===== config.mk =====
export PLATFORM = sky130hd
export DESIGN_NAME = wb_tlc_cr_tx_flat
export DESIGN_NICKNAME = d
export VERILOG_FILES = /design/src/rtl/wb_tlc_pkg.sv /design/src/rtl/wb_tlc_cr_tx_if.sv /design/src/rtl/wb_tlc_sync.sv /design/src/rtl/wb_tlc_cr_tx.sv /design/src/flat_wrapper.sv
export SDC_FILE = /design/constraint.sdc
export NUM_CORES = 1
export LEC_CHECK = 0
export CAP_MARGIN = 20
export CORE_ASPECT_RATIO = 1.1
export CORE_UTILIZATION = 56
export CTS_BUF_LIST = sky130_fd_sc_hd__clkbuf_2
export CTS_CLUSTER_SIZE = 24
export DETAILED_ROUTE_END_ITERATION = 10
export PLACE_DENSITY = 0.83
export SLEW_MARGIN = 40
export SYNTH_ARGS = -nofsm -noshare
export SYNTH_HDL_FRONTEND = slang
export SYNTH_SLANG_ARGS = --single-unit

===== constraint.sdc =====
create_clock -name clk_125 -period 2.2 [get_ports clk_125]
set_input_delay 0.33 -clock clk_125 [delete_from_list [all_inputs] [get_ports clk_125]]
set_output_delay 0.33 -clock clk_125 [all_outputs]
set_load 0.03 [all_outputs]

===== src/rtl/wb_tlc_pkg.sv =====
`default_nettype none
`timescale 1ns/1ps
// ============================================================================
// Module      : wb_tlc_pkg
// Description : Shared definitions for the config-request event crossing:
//               FSM state encoding and legal parameter ranges.
// Revision    : 1.0 - initial release
// ============================================================================
package wb_tlc_pkg;

  typedef enum logic [1:0] {
    S_IDLE = 2'd0,
    S_WAIT = 2'd1,
    S_GAP  = 2'd2
  } state_e;

  localparam int c_SYNC_STAGES_MIN = 2;
  localparam int c_SYNC_STAGES_MAX = 4;
  localparam int c_GAP_MIN         = 0;
  localparam int c_GAP_MAX         = 15;
  localparam int c_GAP_W           = 4;

endpackage
`default_nettype wire


===== src/rtl/wb_tlc_cr_tx_if.sv =====
`default_nettype none
`timescale 1ns/1ps
// ============================================================================
// Module      : wb_tlc_cr_tx_if
// Description : Event / toggle-handshake / status bundle of the config-request
//               transmitter. slave = transmitter side, master = its user.
// Revision    : 1.0 - initial release
// ============================================================================
interface wb_tlc_cr_tx_if #(
  parameter int CNT_W = 4
);
  logic             cr_125;
  logic             cr_req;
  logic             cr_ack_async;
  logic [CNT_W-1:0] cr_pend;
  logic             cr_busy;
  logic             cr_ovf;

  modport master (
    output cr_125, cr_ack_async,
    input  cr_req, cr_pend, cr_busy, cr_ovf
  );

  modport slave (
    input  cr_125, cr_ack_async,
    output cr_req, cr_pend, cr_busy, cr_ovf
  );
endinterface
`default_nettype wire


===== src/rtl/wb_tlc_sync.sv =====
`default_nettype none
`timescale 1ns/1ps
// ============================================================================
// Module      : wb_tlc_sync
// Description : N-stage flop synchronizer for a single asynchronous bit,
//               synchronous active-high reset. Shared by both crossing ends.
// Revision    : 1.0 - initial release
// ============================================================================
module wb_tlc_sync #(
  parameter int STAGES = 2
) (
  input  wire logic clk_i,
  input  wire logic rst_i,
  input  wire logic d_i,
  output logic      q_o
);
  logic [STAGES-1:0] sync_q;

  // Shift the asynchronous input through the flop chain.
  always_ff @(posedge clk_i) begin
    if (rst_i) begin
      sync_q <= '0;
    end else begin
      sync_q <= {sync_q[STAGES-2:0], d_i};
    end
  end

  assign q_o = sync_q[STAGES-1];
endmodule
`default_nettype wire


===== src/rtl/wb_tlc_cr_tx.sv =====
`default_nettype none
`timescale 1ns/1ps
// ============================================================================
// Module      : wb_tlc_cr_tx
// Description : Transmit end of the config-request crossing. Queues event
//               pulses in a saturating counter and forwards each one as an
//               edge of a 2-phase toggle request, waiting for the toggle ack.
// Revision    : 1.0 - initial release
// ============================================================================
module wb_tlc_cr_tx
  import wb_tlc_pkg::*;
#(
  parameter int CNT_W       = 4,
  parameter int SYNC_STAGES = 2,
  parameter int GAP         = 2
) (
  input  wire logic        clk_125,
  input  wire logic        rst,
  wb_tlc_cr_tx_if.slave    bus
);
  // Out-of-range parameters are clamped to the nearest legal value.
  localparam int c_SYNC_N = (SYNC_STAGES < c_SYNC_STAGES_MIN) ? c_SYNC_STAGES_MIN :
                            (SYNC_STAGES > c_SYNC_STAGES_MAX) ? c_SYNC_STAGES_MAX : SYNC_STAGES;
  localparam int c_GAP_N  = (GAP < c_GAP_MIN) ? c_GAP_MIN :
                            (GAP > c_GAP_MAX) ? c_GAP_MAX : GAP;
  localparam logic [CNT_W-1:0]   c_PEND_MAX = '1;
  // Gap counter is loaded with GAP-1 so the GAP state lasts exactly GAP cycles.
  localparam logic [c_GAP_W-1:0] c_GAP_LOAD = (c_GAP_N == 0) ? '0 : c_GAP_W'(c_GAP_N - 1);

  state_e             state_q, state_d;
  logic               req_q, req_d;
  logic               busy_q, busy_d;
  logic [c_GAP_W-1:0] gap_q, gap_d;
  logic [CNT_W-1:0]   pend_q, pend_d;
  logic               ovf_q, ovf_d;

  logic w_ack_s;
  logic w_ack_done;
  logic w_full;
  logic w_inc;
  logic w_dec;
  logic w_drop;

  wb_tlc_sync #(.STAGES(c_SYNC_N)) u_ack_sync (
    .clk_i (clk_125),
    .rst_i (rst),
    .d_i   (bus.cr_ack_async),
    .q_o   (w_ack_s)
  );

  // The far end echoes the request level once it has taken the event.
  assign w_ack_done = (state_q == S_WAIT) && (w_ack_s == req_q);
  assign w_full     = (pend_q == c_PEND_MAX);
  assign w_dec      = w_ack_done;
  // A pulse at saturation is still accepted if a slot frees on the same edge.
  assign w_inc      = bus.cr_125 && (!w_full || w_dec);
  assign w_drop     = bus.cr_125 && w_full && !w_dec;

  // Pending counter and sticky overflow next-state.
  always_comb begin
    pend_d = pend_q;
    ovf_d  = ovf_q | w_drop;
    case ({w_inc, w_dec})
      2'b10:   pend_d = pend_q + 1'b1;
      2'b01:   pend_d = pend_q - 1'b1;
      default: pend_d = pend_q;
    endcase
  end

  // Transfer FSM next-state: one request in flight, then an idle gap.
  always_comb begin
    state_d = state_q;
    req_d   = req_q;
    gap_d   = gap_q;
    case (state_q)
      S_IDLE: begin
        if (pend_q != '0) begin
          req_d   = ~req_q;
          state_d = S_WAIT;
        end
      end
      S_WAIT: begin
        if (w_ack_done) begin
          gap_d   = c_GAP_LOAD;
          state_d = (c_GAP_N == 0) ? S_IDLE : S_GAP;
        end
      end
      S_GAP: begin
        if (gap_q == '0) begin
          state_d = S_IDLE;
        end else begin
          gap_d = gap_q - 1'b1;
        end
      end
      default: state_d = S_IDLE;
    endcase
    busy_d = (state_d != S_IDLE);
  end

  // All transmitter state registers.
  always_ff @(posedge clk_125) begin
    if (rst) begin
      state_q <= S_IDLE;
      req_q   <= 1'b0;
      busy_q  <= 1'b0;
      gap_q   <= '0;
      pend_q  <= '0;
      ovf_q   <= 1'b0;
    end else begin
      state_q <= state_d;
      req_q   <= req_d;
      busy_q  <= busy_d;
      gap_q   <= gap_d;
      pend_q  <= pend_d;
      ovf_q   <= ovf_d;
    end
  end

  assign bus.cr_req  = req_q;
  assign bus.cr_pend = pend_q;
  assign bus.cr_busy = busy_q;
  assign bus.cr_ovf  = ovf_q;
endmodule
`default_nettype wire


===== src/flat_wrapper.sv =====
// flat-port wrapper written by rule: the top's interface ports become plain ports
module wb_tlc_cr_tx_flat import wb_tlc_pkg::*;
#(
  parameter int CNT_W       = 4,
  parameter int SYNC_STAGES = 2,
  parameter int GAP         = 2
)
  (clk_125, rst, bus_cr_125, bus_cr_ack_async, bus_cr_req, bus_cr_pend, bus_cr_busy, bus_cr_ovf);
  wb_tlc_cr_tx_if #(.CNT_W(CNT_W)) bus_i ();
  input  wire logic clk_125;
  input  wire logic rst;
  input wire logic [$bits(bus_i.cr_125)-1:0] bus_cr_125;
  input wire logic [$bits(bus_i.cr_ack_async)-1:0] bus_cr_ack_async;
  output wire logic [$bits(bus_i.cr_req)-1:0] bus_cr_req;
  output wire logic [$bits(bus_i.cr_pend)-1:0] bus_cr_pend;
  output wire logic [$bits(bus_i.cr_busy)-1:0] bus_cr_busy;
  output wire logic [$bits(bus_i.cr_ovf)-1:0] bus_cr_ovf;
  assign bus_i.cr_125 = bus_cr_125;
  assign bus_i.cr_ack_async = bus_cr_ack_async;
  assign bus_cr_req = bus_i.cr_req;
  assign bus_cr_pend = bus_i.cr_pend;
  assign bus_cr_busy = bus_i.cr_busy;
  assign bus_cr_ovf = bus_i.cr_ovf;
  wb_tlc_cr_tx #(.CNT_W(CNT_W), .SYNC_STAGES(SYNC_STAGES), .GAP(GAP)) u_core (.clk_125(clk_125), .rst(rst), .bus(bus_i));
endmodule

==> results of run 1 <==
where the power goes:
group / switching [mW] / total [mW] / internal [mW]
Clock: 0.0914 / 0.140 / 0.0482
Combinational: 0.347 / 0.633 / 0.286
Sequential: 0.0956 / 0.424 / 0.329
how the worst max path moves through the flow:
| stage | to |
|---|---|
| 6_report | u_core.bus.cr_pend[2] |
| 5_1_grt | u_core.bus.cr_pend[2] |
| 4_1_cts | u_core.bus.cr_pend[2] |
| 3_5_place_dp | u_core.bus.cr_pend[2] |
| 3_3_place_gp | u_core.bus.cr_pend[2] |
| 2_1_floorplan | u_core.bus.cr_pend[2] |
layer usage:
metal  vias to the layer above  GRT usage [%]
met3                         2           4.52
met5                         -              0
met4                         0           8.00
met2                        20           47.4
li1                        359              -
met1                       347           25.1
area by class of cell:
cell class / count / area, µm²
clock buffers: 4 / 20.0
multi-input cells: 69 / 549
inverters: 8 / 30.0
repair buffers: 13 / 123
fillers: 104 / 394
well taps: 16 / 20.0
flip-flops and latches: 15 / 300
cell families (layout without fill, tap and decap cells):
family,after synthesis,after routing,synth area share [%]
xor gates and xnor gates,4,4,4.73
buffers and inverters,11,25,5.56
muxes,3,3,3.48
AOI/OAI and AO/OA,19,19,19.3
and+or+nand+nor,36,36,23.8
DFF,15,15,33.4
adders and majority gates,7,7,9.74
Yosys cell counts:
| cell | number |
|---|---|
| a2111oi_4 | 1 |
| a211oi_1 | 1 |
| a21oi_1 | 5 |
| a21oi_2 | 1 |
| a221oi_4 | 1 |
| a311oi_2 | 1 |
| a31oi_1 | 2 |
| a32o_1 | 2 |
| and2_4 | 1 |
| and4_1 | 1 |
| buf_6 | 1 |
| clkbuf_1 | 1 |
| clkbuf_2 | 1 |
| dfxtp_1 | 15 |
| ha_1 | 7 |
| inv_1 | 8 |
| mux2_1 | 1 |
| mux2i_1 | 2 |
| nand2_1 | 8 |
| nand2_2 | 1 |
| nand2b_1 | 2 |
| nand4_1 | 1 |
| nor2_1 | 6 |
| nor2_2 | 2 |
| nor2b_1 | 4 |
| nor3_1 | 3 |
| nor3b_1 | 2 |
| nor4_1 | 1 |
| nor4_4 | 1 |
| o21a_1 | 1 |
| o21ai_0 | 2 |
| o21ai_1 | 1 |
| o41ai_1 | 1 |
| or2_1 | 1 |
| or3_1 | 1 |
| or4_4 | 1 |
| xnor2_1 | 1 |
| xor2_1 | 2 |
| xor2_2 | 1 |
registers in the layout (all words and copies together) (netlist names):
name and count:
u_core.bus.cr_busy 1, u_core.bus.cr_ovf 1, u_core.bus.cr_pend 4, u_core.bus.cr_req 1, u_core.gap_q 4, u_core.state_q 2, u_core.u_ack_sync.sync_q 2
stage by stage:
| step | util (%) | cells | area [µm²] | total power [mW] |
|---|---|---|---|---|
| 2_1_floorplan | - | 95 | 900 | 0.899 |
| 3_3_place_gp | 71.2 | 121 | 1020 | 1.03 |
| 3_5_place_dp | 71.2 | 121 | 1020 | 1.06 |
| 4_1_cts | 72.6 | 125 | 1040 | 1.20 |
| 5_1_grt | 72.6 | 125 | 1040 | 1.27 |
| 6_report | 72.6 | 125 | 1040 | 1.20 |
==> flow_summary.json, run 1 <==
{
  "endpoint_kind": "register",
  "die_area_um2": 1770,
  "die_h_um": 44.0,
  "slowest_stage": "dfxtp_1",
  "dp_slack_ns": 0.0417,
  "hold_path_class": "reg2reg",
  "drt_iter0_drc": 6,
  "grtUsageTotal_pct": 24.6,
  "cts_tree": "yes",
  "rsz0062_at_grt": "no",
  "crit_path_max_incr_delay_ns": 0.42,
  "finalSetupTns_ns": 0,
  "dpl.hpwl_um": 1410,
  "wl_um": 1850,
  "yosys.cell_types.count": 39,
  "start_kind": "register",
  "peakVddDrop_uv": 636,
  "cp.required_ns": 2.40,
  "portBuffers": 10,
  "reg2reg_slack_ns": 0.13,
  "finClkSkew_ns": 0.0157,
  "ys_warn_count": 0,
  "synth.cell_area_um2": 900,
  "vias": 728,
  "avgRoutedWirePerCell_um": 14.8,
  "grt_antenna_before_repair": 0,
  "ys_seq_area_share_pct": 33.4,
  "layout-drive-gt1-share_pct": 16.5,
  "crit_chain": "inv_1 -> ha_1 -> nand2b_1 -> nor2_2 -> xor2_1 -> ha_1 -> nor4_1 -> nor3_1 -> nor3_1",
  "cts_resized": 0,
  "wl_met3_um": 54,
  "path_clk_slew_ns": 0.16,
  "power_density_nw_per_um2": 1150,
  "arrival_ns": 2.28,
  "rr_worst_depth": 9,
  "num_rows": 14,
  "whs_endpoint": "u_core.u_ack_sync.sync_q[1]",
  "whs_ns": 0.455,
  "cp_top_family": "simple AND/OR/NAND/NOR gates",
  "min_from": "u_core.u_ack_sync.sync_q[0]",
  "core-area_um2": 1440,
  "setup-violations-final": 0,
  "critPathKind": "reg2reg",
  "synth_top_area_cell": "dfxtp_1",
  "clk_latency_ns": 0.29,
  "postSynthCellCount": 95,
  "path_buf_inv": 1,
  "r2r-start": "u_core.state_q[1]",
  "vias_per_cell": 5.82,
  "synth-seq-cells": 15,
  "syn_nets": 106,
  "ant_nets": 0,
  "io_pins": 11,
  "cp.depth": 9,
  "hold_violations": 0,
  "fin_crit_sh_pct": 94.3,
  "initial_core_util_pct": 62.6,
  "antenna_cells": 0,
  "period_needed_ns": 2.07,
  "area_growth_pct": 15.9,
  "dieWidth_um": 40.2,
  "status": "complete, no violations",
  "slew_headroom_pct": 72.5,
  "grt_pass1_wl_um": 2990,
  "startpoint": "u_core.state_q[1]",
  "synth.avg_cell_area_um2": 9.47,
  "post-cts-setup-buffers": 0,
  "wl_met1_um": 785,
  "leakage_nw": 0.411,
  "clk_path_buf_depth": 2,
  "cts_hold_buf": 0,
  "holdPathStages": 1,
  "root_buffer": "clkbuf_2",
  "cts_max_level": 1,
  "worst_pin_slew_ns": 0.407,
  "maxCapViolations": 0,
  "yosys-top-cells-area": "dfxtp_1 33%, ha_1 9.7%, inv_1 3.3%",
  "numCtsBuffers": 3,
  "clkSinkCount": 15,
  "final_nets": 121,
  "globalRouteOverflowTotal": 0,
  "synth_top_area_share_pct": 33.4,
  "drv_slew": 0,
  "highest_layer": "met4",
  "grt_pass1_vias": 718,
  "gp_congestion": 0.811,
  "first_pass_iters": 4,
  "grt_max_degree": 10,
  "cp_max_fo": 4,
  "most-common-layout-cells": "15 x dfxtp_1, 10 x clkdlybuf4s50_1, 8 x inv_1, 8 x nand2_1, 7 x ha_1",
  "wl_met2_um": 996,
  "r2r-end": "u_core.bus.cr_pend[2]",
  "fmax_ghz": 0.482,
  "fin_ws_ns": 0.126,
  "layout_commonest_cell": "dfxtp_1",
  "drc_errors": 0
}
(Power assumes the default switching activity.)
==> inputs of run 2 (changes only) <==
--- a/config.mk
+++ b/config.mk
@@ -7,11 +7,11 @@
 export LEC_CHECK = 0
 export CAP_MARGIN = 20
 export CORE_ASPECT_RATIO = 1.1
-export CORE_UTILIZATION = 56
+export CORE_UTILIZATION = 25
 export CTS_BUF_LIST = sky130_fd_sc_hd__clkbuf_2
 export CTS_CLUSTER_SIZE = 24
 export DETAILED_ROUTE_END_ITERATION = 10
-export PLACE_DENSITY = 0.83
+export PLACE_DENSITY = 0.45
 export SLEW_MARGIN = 40
 export SYNTH_ARGS = -nofsm -noshare
 export SYNTH_HDL_FRONTEND = slang
==> run 2 against run 1 <==
Net effect:
- sequential share of layout area shrank 1.4 points
- hold slack gained 0.0038 ns
- core utilization decreased by 40 points
- sequential power hardly changed
- clock power up 3%
- register-to-register slack improved by 0.12 ns
- final cell count up 27%
- total power is 0.36% higher
- clock skew shrank 0.0075 ns
- clock-buffer cell count fell by 1
- global-route usage down 13 points
- critical endpoint is now bus_cr_pend[1]
- largest power group unchanged
==> flow_summary.json, run 2 (same netlist as run 1, synthesis figures left out) <==
{
  "grt_antenna_before_repair": 0,
  "clk_path_buf_depth": 2,
  "hold_violations": 0,
  "regArea_um2": 300,
  "ant_nets": 0,
  "rsz0062_at_grt": "no",
  "die_area_um2": 3840,
  "rr_worst_depth": 9,
  "path_buf_inv": 1,
  "wl_met3_um": 73,
  "peakVddDrop_uv": 288,
  "grtUsageTotal_pct": 11.3,
  "io_pins": 11,
  "path_clk_slew_ns": 0.16,
  "initial_core_util_pct": 26.6,
  "fin_util_pct": 32.4,
  "maxCapViolations": 0,
  "dieWidth_um": 59.2,
  "finalSetupTns_ns": 0,
  "num_rows": 22,
  "cts_hold_buf": 0,
  "fin_ws_ns": 0.245,
  "cp.required_ns": 1.87,
  "gp_congestion": 0.846,
  "start_kind": "register",
  "most-common-layout-cells": "15 x dfxtp_1, 10 x clkdlybuf4s50_1, 8 x inv_1, 8 x nand2_1, 7 x ha_1",
  "antenna_cells": 0,
  "dp_slack_ns": 0.117,
  "clkSinkCount": 15,
  "slowest_stage": "clkdlybuf4s50_1",
  "period_needed_ns": 1.96,
  "root_buffer": "clkbuf_2",
  "drc_errors": 0,
  "wl_um": 1880,
  "finClkSkew_ns": 0.00817,
  "portBuffers": 10,
  "layout-drive-gt1-share_pct": 18.0,
  "grt_pass1_wl_um": 3260,
  "numCtsBuffers": 3,
  "grt_max_degree": 10,
  "cts_resized": 0,
  "dpl.hpwl_um": 1460,
  "highest_layer": "met4",
  "cts_tree": "yes",
  "crit_path_max_incr_delay_ns": 0.75,
  "drt_iter0_drc": 21,
  "crit_chain": "clkdlybuf4s50_1",
  "cp.depth": 1,
  "holdPathStages": 1,
  "layout_commonest_cell": "dfxtp_1",
  "core-area_um2": 3390,
  "vias": 724,
  "fin_crit_sh_pct": 88.9,
  "cp_max_fo": 9,
  "globalRouteOverflowTotal": 0,
  "worst_pin_slew_ns": 0.408,
  "reg2reg_slack_ns": 0.24,
  "grt_pass1_vias": 739,
  "multi_input_area_um2": 549,
  "fmax_ghz": 0.511,
  "leakage_nw": 0.420,
  "post-cts-setup-buffers": 0,
  "cp_top_family": "buffers and inverters",
  "avgRoutedWirePerCell_um": 11.8,
  "fillers": 366,
  "status": "complete, no violations",
  "setup-violations-final": 0,
  "wl_met2_um": 901,
  "clk_latency_ns": 0.30,
  "cts_max_level": 1,
  "finalPower_mw": 1.20,
  "endpoint_kind": "output port",
  "slew_headroom_pct": 72.7,
  "power_density_nw_per_um2": 1090,
  "area_growth_pct": 22.0,
  "wl_met1_um": 860,
  "arrival_ns": 1.63,
  "drv_slew": 0,
  "critPathKind": "reg2out",
  "final_nets": 123,
  "place_inst": 155,
  "die_h_um": 64.9,
  "first_pass_iters": 4,
  "vias_per_cell": 4.55,
  "hold_path_class": "reg2reg",
  "stdcell_count": 159
}
run 2: changes by cell type in the layout (fill, tap and decap cells not counted):
cell / delta
buf_4: +2
clkbuf_2: -1
clkinv_2: +1
run 2: layer usage:
metal | vias up | global-route usage [%]
met4 | 0 | 6.25
li1 | 364 | -
met2 | 11 | 18.7
met1 | 344 | 12.9
met5 | - | 0
met3 | 5 | 2.79
run 2: path summary, 6_finish.rpt:
check,from,endpoint
setup / recovery,u_core.bus.cr_pend[1],bus_cr_pend[1]
hold / removal,u_core.u_ack_sync.sync_q[0],u_core.u_ack_sync.sync_q[1]
setup reg to reg,u_core.state_q[1],u_core.bus.cr_pend[2]
hold reg to reg,u_core.u_ack_sync.sync_q[0],u_core.u_ack_sync.sync_q[1]
run 2: worst reg2reg max path: stages (launching register included):
cell	delay, ns
dfxtp_1	0.43
inv_1	0.09
ha_1	0.20
nand2b_1	0.13
nor2_2	0.07
xor2_1	0.14
ha_1	0.21
nor4_1	0.37
nor3_1	0.08
nor3_1	0.16
run 2: area by class of cell:
cell class	count	share of cell area [%]
Clock buffer	3	1.37
Clock inverter	1	0.456
Inverter	8	2.74
Multi-Input combinational cell	69	50.1
Sequential cell	15	27.4
Tap cell	48	5.47
Timing Repair Buffer	15	12.5
run 2: power by group:
| group | switching [mW] | leakage [nW] | internal [mW] |
|---|---|---|---|
| combinational | 0.341 | 0.281 | 0.293 |
| sequential | 0.0946 | 0.123 | 0.329 |
| clock | 0.103 | 0.0164 | 0.0412 |
run 2: per-stage QoR:
step / hold slack (ns) / area [µm²]
finish: 0.458 / 1100
global route: 0.487 / 1100
CTS: 0.462 / 1100
detailed placement: 0.433 / 1080
global placement: 0.422 / 1080
floorplan: 0.408 / 900
==> inputs of run 3 (changes only) <==
--- a/config.mk
+++ b/config.mk
@@ -11,6 +11,7 @@
 export CTS_BUF_LIST = sky130_fd_sc_hd__clkbuf_2
 export CTS_CLUSTER_SIZE = 24
 export DETAILED_ROUTE_END_ITERATION = 10
+export MAX_ROUTING_LAYER = met4
 export PLACE_DENSITY = 0.45
 export SLEW_MARGIN = 40
 export SYNTH_ARGS = -nofsm -noshare
==> run 3 against run 2 <==
Net effect:
- first-iteration DRC count stayed put
- final cell count stayed put
- via count is 0.41% higher
==> flow_summary.json, run 3 (same netlist as run 1, synthesis figures left out) <==
{
  "area_growth_pct": 22.0,
  "io_pins": 11,
  "layout-drive-gt1-share_pct": 18.0,
  "placed_cell_area_um2": 1080,
  "worst_pin_slew_ns": 0.409,
  "drc_errors": 0,
  "grt_antenna_before_repair": 0,
  "grt_pass1_vias": 739,
  "start_kind": "register",
  "crit_chain": "clkdlybuf4s50_1",
  "grtUsageTotal_pct": 11.6,
  "fin_crit_sh_pct": 89.0,
  "die_h_um": 64.9,
  "layout_commonest_cell": "dfxtp_1",
  "hold_violations": 0,
  "num_rows": 22,
  "fin_util_pct": 32.4,
  "dpl.hpwl_um": 1460,
  "fin_area_um2": 1100,
  "path_buf_inv": 1,
  "slew_headroom_pct": 72.7,
  "hold_path_class": "reg2reg",
  "leakage_nw": 0.420,
  "cp.required_ns": 1.87,
  "grt_pass1_wl_um": 3270,
  "avgRoutedWirePerCell_um": 11.8,
  "gp_congestion": 0.859,
  "portBuffers": 10,
  "grt_max_degree": 10,
  "rsz0062_at_grt": "no",
  "stdcell_count": 159,
  "first_pass_iters": 4,
  "cts_tree": "yes",
  "crit_path_max_incr_delay_ns": 0.75,
  "cts_resized": 0,
  "period_needed_ns": 1.96,
  "cp_top_family": "buffers and inverters",
  "cts_max_level": 1,
  "fmax_ghz": 0.511,
  "fillers": 366,
  "root_buffer": "clkbuf_2",
  "core-area_um2": 3390,
  "maxCapViolations": 0,
  "drv_slew": 0,
  "setup-violations-final": 0,
  "numCtsBuffers": 3,
  "power_density_nw_per_um2": 1090,
  "clk_path_buf_depth": 2,
  "finalPower_mw": 1.20,
  "initial_core_util_pct": 26.6,
  "cp_max_fo": 9,
  "slowest_stage": "clkdlybuf4s50_1",
  "dieWidth_um": 59.2,
  "status": "complete, no violations",
  "ant_nets": 0,
  "peakVddDrop_uv": 289,
  "path_clk_slew_ns": 0.16,
  "critPathKind": "reg2out",
  "cts_hold_buf": 0,
  "finClkSkew_ns": 0.00731,
  "antenna_cells": 0,
  "drt_iter0_drc": 21,
  "clk_latency_ns": 0.31,
  "post-cts-setup-buffers": 0,
  "globalRouteOverflowTotal": 0,
  "final_nets": 123,
  "arrival_ns": 1.63,
  "clkSinkCount": 15,
  "vias": 727,
  "wl_um": 1880,
  "die_area_um2": 3840,
  "finalSetupTns_ns": 0,
  "vias_per_cell": 4.57,
  "place_inst": 155,
  "endpoint_kind": "output port",
  "most-common-layout-cells": "15 x dfxtp_1, 10 x clkdlybuf4s50_1, 8 x inv_1, 8 x nand2_1, 7 x ha_1"
}
[run 3: cell counts in the layout (fill, tap and decap cells not counted)]
Identical to the previous run, type by type.
[run 3: report_power, final]
part           switching [mW]  total, mW  internal (mW)
clock network           0.103      0.144         0.0412
logic                   0.340      0.633          0.293
registers              0.0949      0.424          0.329
total                   0.538       1.20          0.662
[run 3: area by class of cell]
| cell class | instances | area, µm² | share of cell area (%) |
|---|---|---|---|
| clock buffer | 3 | 15.0 | 1.37 |
| clock inverter | 1 | 5.00 | 0.456 |
| inverter | 8 | 30.0 | 2.74 |
| multi-input combinational | 69 | 549 | 50.1 |
| sequential | 15 | 300 | 27.4 |
| tap | 48 | 60.1 | 5.47 |
| timing repair buffer | 15 | 138 | 12.5 |
[run 3: routing by layer]
metal | share of wire, % | vias up | routed length [µm] | global-route usage (%)
li1 | - | 364 | - | -
met1 | 46 | 345 | 867 | 13.2
met2 | 48 | 13 | 905 | 18.7
met3 | 3.4 | 5 | 64 | 2.40
met4 | 2.1 | 0 | 40 | 6.25
met5 | 0 | - | 0 | -
[run 3: metrics by stage]
step,worst slack [ns],hold slack (ns)
floorplan,0.217,0.408
global placement,0.158,0.422
detailed placement,0.117,0.433
CTS,0.225,0.462
global route,0.0378,0.487
finish,0.243,0.458
[run 3: path summary, 6_finish.rpt]
path | start | cells past startpoint | slack [ns] | endpoint
max | u_core.bus.cr_pend[1] | 1 | 0.24 | bus_cr_pend[1]
min | u_core.u_ack_sync.sync_q[0] | 1 | 0.46 | u_core.u_ack_sync.sync_q[1]
max reg2reg | u_core.state_q[1] | 9 | 0.24 | u_core.bus.cr_pend[2]
min reg2reg | u_core.u_ack_sync.sync_q[0] | 1 | 0.46 | u_core.u_ack_sync.sync_q[1]
